[src/rtl/result_memory_writer.sv]
// Captures four result words in one parallel write and streams them out by address 0..3.
// Latency: first beat is presented the cycle after wr is accepted; done pulses the cycle after the last beat is accepted.
// Backpressure: beat held stable while out_ready is low; wr is ignored while busy.
//
// Ports:
//   clk, rst_n                 clock, synchronous active-low reset
//   wr, WriteData1..4          capture strobe and the four words (address 0..3)
//   busy                       high while streaming or signalling done
//   out_valid/out_ready        beat handshake toward the result sink
//   out_addr, out_data         address and data of the current beat (0 when not valid)
//   done                       one-cycle pulse after the last beat is accepted
module result_memory_writer #(
    parameter int WIDTH  = 32,
    parameter int DEPTH  = 4,
    parameter int ADDR_W = 2
) (
    input  logic              clk,
    input  logic              rst_n,
    input  logic              wr,
    input  logic [WIDTH-1:0]  WriteData1,
    input  logic [WIDTH-1:0]  WriteData2,
    input  logic [WIDTH-1:0]  WriteData3,
    input  logic [WIDTH-1:0]  WriteData4,
    output logic              busy,
    output logic              out_valid,
    input  logic              out_ready,
    output logic [ADDR_W-1:0] out_addr,
    output logic [WIDTH-1:0]  out_data,
    output logic              done
);

    typedef enum logic [1:0] {
        S_IDLE = 2'd0,
        S_SEND = 2'd1,
        S_DONE = 2'd2
    } state_t;

    localparam logic [ADDR_W-1:0] LAST_IDX = ADDR_W'(DEPTH - 1);

    state_t             r_state;
    state_t             w_state_nxt;
    logic [ADDR_W-1:0]  r_idx;
    logic [ADDR_W-1:0]  w_idx_nxt;
    logic               w_capture;
    logic [WIDTH-1:0]   r_mem [DEPTH];

    // State and index register
    always_ff @(posedge clk) begin
        if (!rst_n) begin
            r_state <= S_IDLE;
            r_idx   <= '0;
        end else begin
            r_state <= w_state_nxt;
            r_idx   <= w_idx_nxt;
        end
    end

    // Storage only changes on an accepted capture, so it keeps the last
    // dump's words after DONE until the next capture.
    always_ff @(posedge clk) begin
        if (!rst_n) begin
            for (int i = 0; i < DEPTH; i++) begin
                r_mem[i] <= '0;
            end
        end else if (w_capture) begin
            r_mem[0] <= WriteData1;
            r_mem[1] <= WriteData2;
            r_mem[2] <= WriteData3;
            r_mem[3] <= WriteData4;
        end
    end

    // Next-state logic
    always_comb begin
        w_state_nxt = r_state;
        w_idx_nxt   = r_idx;
        w_capture   = 1'b0;
        case (r_state)
            S_IDLE: begin
                if (wr) begin
                    w_capture   = 1'b1;
                    w_idx_nxt   = '0;
                    w_state_nxt = S_SEND;
                end
            end
            S_SEND: begin
                // Index stops at the last address; the transfer ends via DONE,
                // never by wrapping to address 0.
                if (out_ready) begin
                    if (r_idx == LAST_IDX) begin
                        w_state_nxt = S_DONE;
                    end else begin
                        w_idx_nxt = r_idx + 1'b1;
                    end
                end
            end
            S_DONE: begin
                w_state_nxt = S_IDLE;
                w_idx_nxt   = '0;
            end
            default: begin
                w_state_nxt = S_IDLE;
                w_idx_nxt   = '0;
            end
        endcase
    end

    // Output decode from registered state only; data is forced to 0 when
    // no beat is valid so the sink never sees stale words.
    always_comb begin
        busy      = 1'b0;
        out_valid = 1'b0;
        out_addr  = '0;
        out_data  = '0;
        done      = 1'b0;
        case (r_state)
            S_SEND: begin
                busy      = 1'b1;
                out_valid = 1'b1;
                out_addr  = r_idx;
                out_data  = r_mem[r_idx];
            end
            S_DONE: begin
                busy = 1'b1;
                done = 1'b1;
            end
            default: begin
                busy = 1'b0;
            end
        endcase
    end

endmodule

[config.mk]
export PLATFORM = sky130hd
export DESIGN_NAME = result_memory_writer
export DESIGN_NICKNAME = d
export VERILOG_FILES = /design/src/rtl/result_memory_writer.sv
export SDC_FILE = /design/constraint.sdc
export NUM_CORES = 1
export LEC_CHECK = 0
export CORE_MARGIN = 4
export CORE_UTILIZATION = 48
export DETAILED_ROUTE_END_ITERATION = 8
export GPL_ROUTABILITY_DRIVEN = 0
export PLACE_DENSITY = 0.86
export SYNTH_ARGS = -nofsm -noshare
export SYNTH_HDL_FRONTEND = slang
export SYNTH_SLANG_ARGS = --single-unit
[constraint.sdc]
create_clock -name clk -period 5.4 [get_ports clk]
set_input_delay 0.81 -clock clk [delete_from_list [all_inputs] [get_ports clk]]
set_output_delay 0.81 -clock clk [all_outputs]
set_load 0.01 [all_outputs]
# Word level (Yosys, flattened, before mapping)
# Memories as Yosys holds them, arrays and structs flattened. A register that Yosys moved wholly into a read port is not among the register bits.
# Cells that the tools add are included.
dict set report totals {
  regBits 4
  ram_bits 128
  output_inout_bits 37
  word_cells 44
  n_memories 1
}
# name depth word_bits read_ports rd_clocked_by_memory_dff write_ports line
set mem_list {}
lappend mem_list {r_mem 4 32 1 1 4 45} ;# logic [WIDTH-1:0] r_mem [DEPTH];
dict set report classes {
  n_addsub 1
  n_eq_ne 7
  n_mux 25
  bitwise 4
  reduce_logical 4
}
# op n
set op_table {}
lappend op_table {{two-way mux 32 bit} 5}
lappend op_table {{two-way mux 2 bit} 9}
lappend op_table {{two-way mux 1 bit} 9}
lappend op_table {{!= test 2 bit, second input constant} 4}
lappend op_table {{case mux 2 bit (2 select lines)} 2}
lappend op_table {{AND reduction 3 bit} 2}
lappend op_table {{equality test 2 bit, second input constant} 2}
lappend op_table {{bitwise OR 1 bit} 4}
lappend op_table {{adder 2 x 1 -> 2 bit, second input constant} 1}
lappend op_table {{equality test 2 x 1 -> 1 bit, second input constant} 1}
lappend op_table {{logical NOT 2 bit} 1}
lappend op_table {{OR reduction 2 bit} 1}

# Longest topological paths before layout
dict set report logic_depth {
  ltp_word 6
  ltp_mapped 6
  ltp_nobuf 4
}

# Worst setup path after synthesis
# Ideal clock, no wire load.
dict set report synth_timing {
  path_kind {input to register}
  startpoint {in rst_n}
  endpoint {mem r_mem[0][0] (enable)}
  setup_time_ns 0.492
  arrival_time_ns 3.716
  slack_ns 1.192
  cell_stages 2
  n_path_buf 1
  path_cell_list {buf_2 -> nand2_1}
}
# item line
set synth_lines {}
lappend synth_lines {{from (decl)} 18} ;# input logic rst_n,
lappend synth_lines {{to (decl)} 45}

==> results.md <==
- Outcome: complete, no violations
- Mapped cell area: 0.00603 mm²
- Total power: 3.29 mW
- CTS resizes: 0
- Final setup viols: 0
- Sequential cell area: 0.00397 mm²
- Critical-path maximum fanout: 18
- Total of max-cap violations: 0
- Arrival time at the worst endpoint: around 2.8 ns
- PortBufs: between 150 and 200
- Post-CTS Setup Inserts: 0
- Share of cells above drive strength 1: between 10% and 20%
- Fill count: about 820
- Lkg Pwr: roughly 3.1 nW
- Post-synth top area cell: edfxtp_1
- HPWL Detailed: 8740 µm
- Final setup TNS: 0 ns
- Final #Nets: roughly 690
- CP max-delay cell: dfxtp_2
- Footprint of the multi-input gates: just under 0.002 mm²
- Antenna violations before repair: 1
- RSZ-0062 raised after global routing: no
- Bufs and invs on worst path: 2
- Core area: 0.0122 mm²
- Drt first-iter violations: 235
- Mapped Cells: approximately 380
- Max rail drop VDD: 0.000179 V
- TritonRoute pass-1 iters: 4
- Minimum clock period: 3.57 ns
- Synth Warn #: 0
- Fmax achieved: around 0.28 GHz
- WL/cell: 17.3 µm
- First-pass GRT wire length: a little under 20000 µm
- Die width: 120 µm
- Area delta synth->final: 39.4%
- Vias in the first global route: slightly below 4000
- Vert. Die Dim: 120 µm
- Cts bufs inserted: 17
- Total number of vias: 3591
- DR DRC count: 0
- Period utilisation layout: between 60% and 70%
- Largest net degree at the start of global routing: 85
- CTS tree: built
- Full die area: 0.0144 mm²
- Tightest Pin Transition: 1.07 ns
- Num ports: 169
- Clock insertion delay at the later pin of the skew report: 0.41 ns
- Post-synthesis sequential area ratio: between 60% and 70%
- Hold Vio Cnt, Final: 0
- Root buffer cell: clkbuf_16
- Crit start category: register
- Synthesized area per cell: 15.7 µm²
- H-tree levels: 4
- ANT nets after route: 0
- Fin Clk Skew: 0.00661 ns
- Critical path data required time: 4.59 ns
- Setup CP Type: register to output port
- PwrDens: 391 mW/mm²
- Clk slew on worst S/H paths: 0.06 ns
- CP endpoint kind: output port
- Relative slew margins: 28.7%
- Delay-heaviest family, CP: buffers and inverters
- HP Class: register to register
- FF+latch count, synth: approximately 130
- Largest cells by area after synthesis: edfxtp_1, and2_1, mux4_2, dfxtp_1, ha_1
- CP max stage delay: 0.69 ns
- WL final: 12600 µm
- Total gr overflow: 0
- # clock sinks: 134
- Post-synth top area share: between 60% and 70%
- Via/cell ratio: 4.91
- Slew Limit Fails: 0
- Starting Density: 49.6%
- Syn Nets: 521
- Crit-path cells: buf_4 -> mux4_2 -> and2_1 -> clkdlybuf4s50_1
- Gr usage total: 18.1%
- Yosys cell types: 16
- Post-CTS Hold Buffers: 0
- Row count: 40
- Deepest clock path buffer count: 2
tightest hold or removal path: cells and delay by family (launching register included):
family	cells	cell delay (ns)
mux	1	0.06
simple gates	1	0.06
flops	1	0.33
cell families (layout without fill, tap and decap cells):
logic type	count (synthesis)	count (layout)	synth area share, %
adder cells (fa/ha/maj)	6	6	1.25
AND/OR/NAND/NOR	173	173	17.6
buffers and inverters	30	210	2.12
flip-flops	134	134	65.7
AO/OA/AOI/OAI	2	2	0.332
other	0	1	0
multiplexers	38	38	12.9
worst paths after layout:
kind / startpoint / to / slack (ns) / depth (start not counted)
worst max register to register: r_state[1] / r_mem[2][11] / 2.96 / 5
worst min register to register: r_state[1] / r_state[1] / 0.49 / 2
worst min-delay path: r_state[1] / r_state[1] / 0.49 / 2
worst max-delay path: register / out_data[7] / 1.83 / 4
cells in the final DEF (no fill, tap or decap), types with 3 or more instances in the layout:
cell / synthesis / final
clkinv_4: 0 / 3
buf_4: 3 / 5
clkdlybuf4s50_1: 0 / 168
and2_1: 162 / 162
clkinv_2: 0 / 4
dfxtp_1: 6 / 4
clkbuf_16: 0 / 17
clkinvlp_4: 0 / 4
edfxtp_1: 128 / 128
inv_1: 5 / 5
mux4_2: 32 / 32
ha_1: 6 / 6
mux2i_1: 6 / 6
nand2_1: 8 / 7
area by class of cell:
type / count / area share [%]
sequential: 134 / 47.2
timing repair buffer: 173 / 20.4
tap: 168 / 2.50
clock inverter: 13 / 1.31
antenna: 1 / 0.0298
multi-input combinational: 219 / 23.2
inverter: 5 / 0.223
clock buffer: 19 / 5.15
where the power goes:
group          internal [mW]  leakage [nW]  switching, mW
clock network          0.629         0.256          0.418
logic                  0.419          1.43          0.336
registers               1.41          1.44         0.0757
Yosys cell counts (all sizes together):
| master | number |
|---|---|
| ha | 6 |
| mux2i | 6 |
| nand3 | 1 |
| clkbuf | 16 |
| and2 | 162 |
| inv | 5 |
| dfxtp | 6 |
| mux4 | 32 |
| a222oi | 2 |
| edfxtp | 128 |
| buf | 9 |
| nand2 | 8 |
| nand3b | 1 |
| and3 | 1 |
sequential cells by signal (all words and copies together) (netlist names), named ones only:
register / count
r_state: 2
r_mem: 128
r_idx: 2
layer usage:
metal  vias to the layer above  track usage (%)  share of wire (%)
met3                        20             6.17                6.7
met5                         -                0                  0
li1                       1717                -                  -
met2                       134             30.1                 51
met4                         0             6.73                1.9
met1                      1720             21.9                 40
through the flow:
stage	hold WS (ns)	setup WS, ns	instance area (µm²)	std cells	util, %
floorplan	0.451	1.19	6030	383	-
global placement	0.470	2.17	7860	699	64.6
detailed placement	0.482	2.08	7860	699	64.6
CTS	0.490	1.73	8400	731	69.1
global route	0.527	1.59	8410	732	69.1
finish	0.490	1.83	8410	732	69.1
No activity file was read; power rests on OpenSTA's default activity.
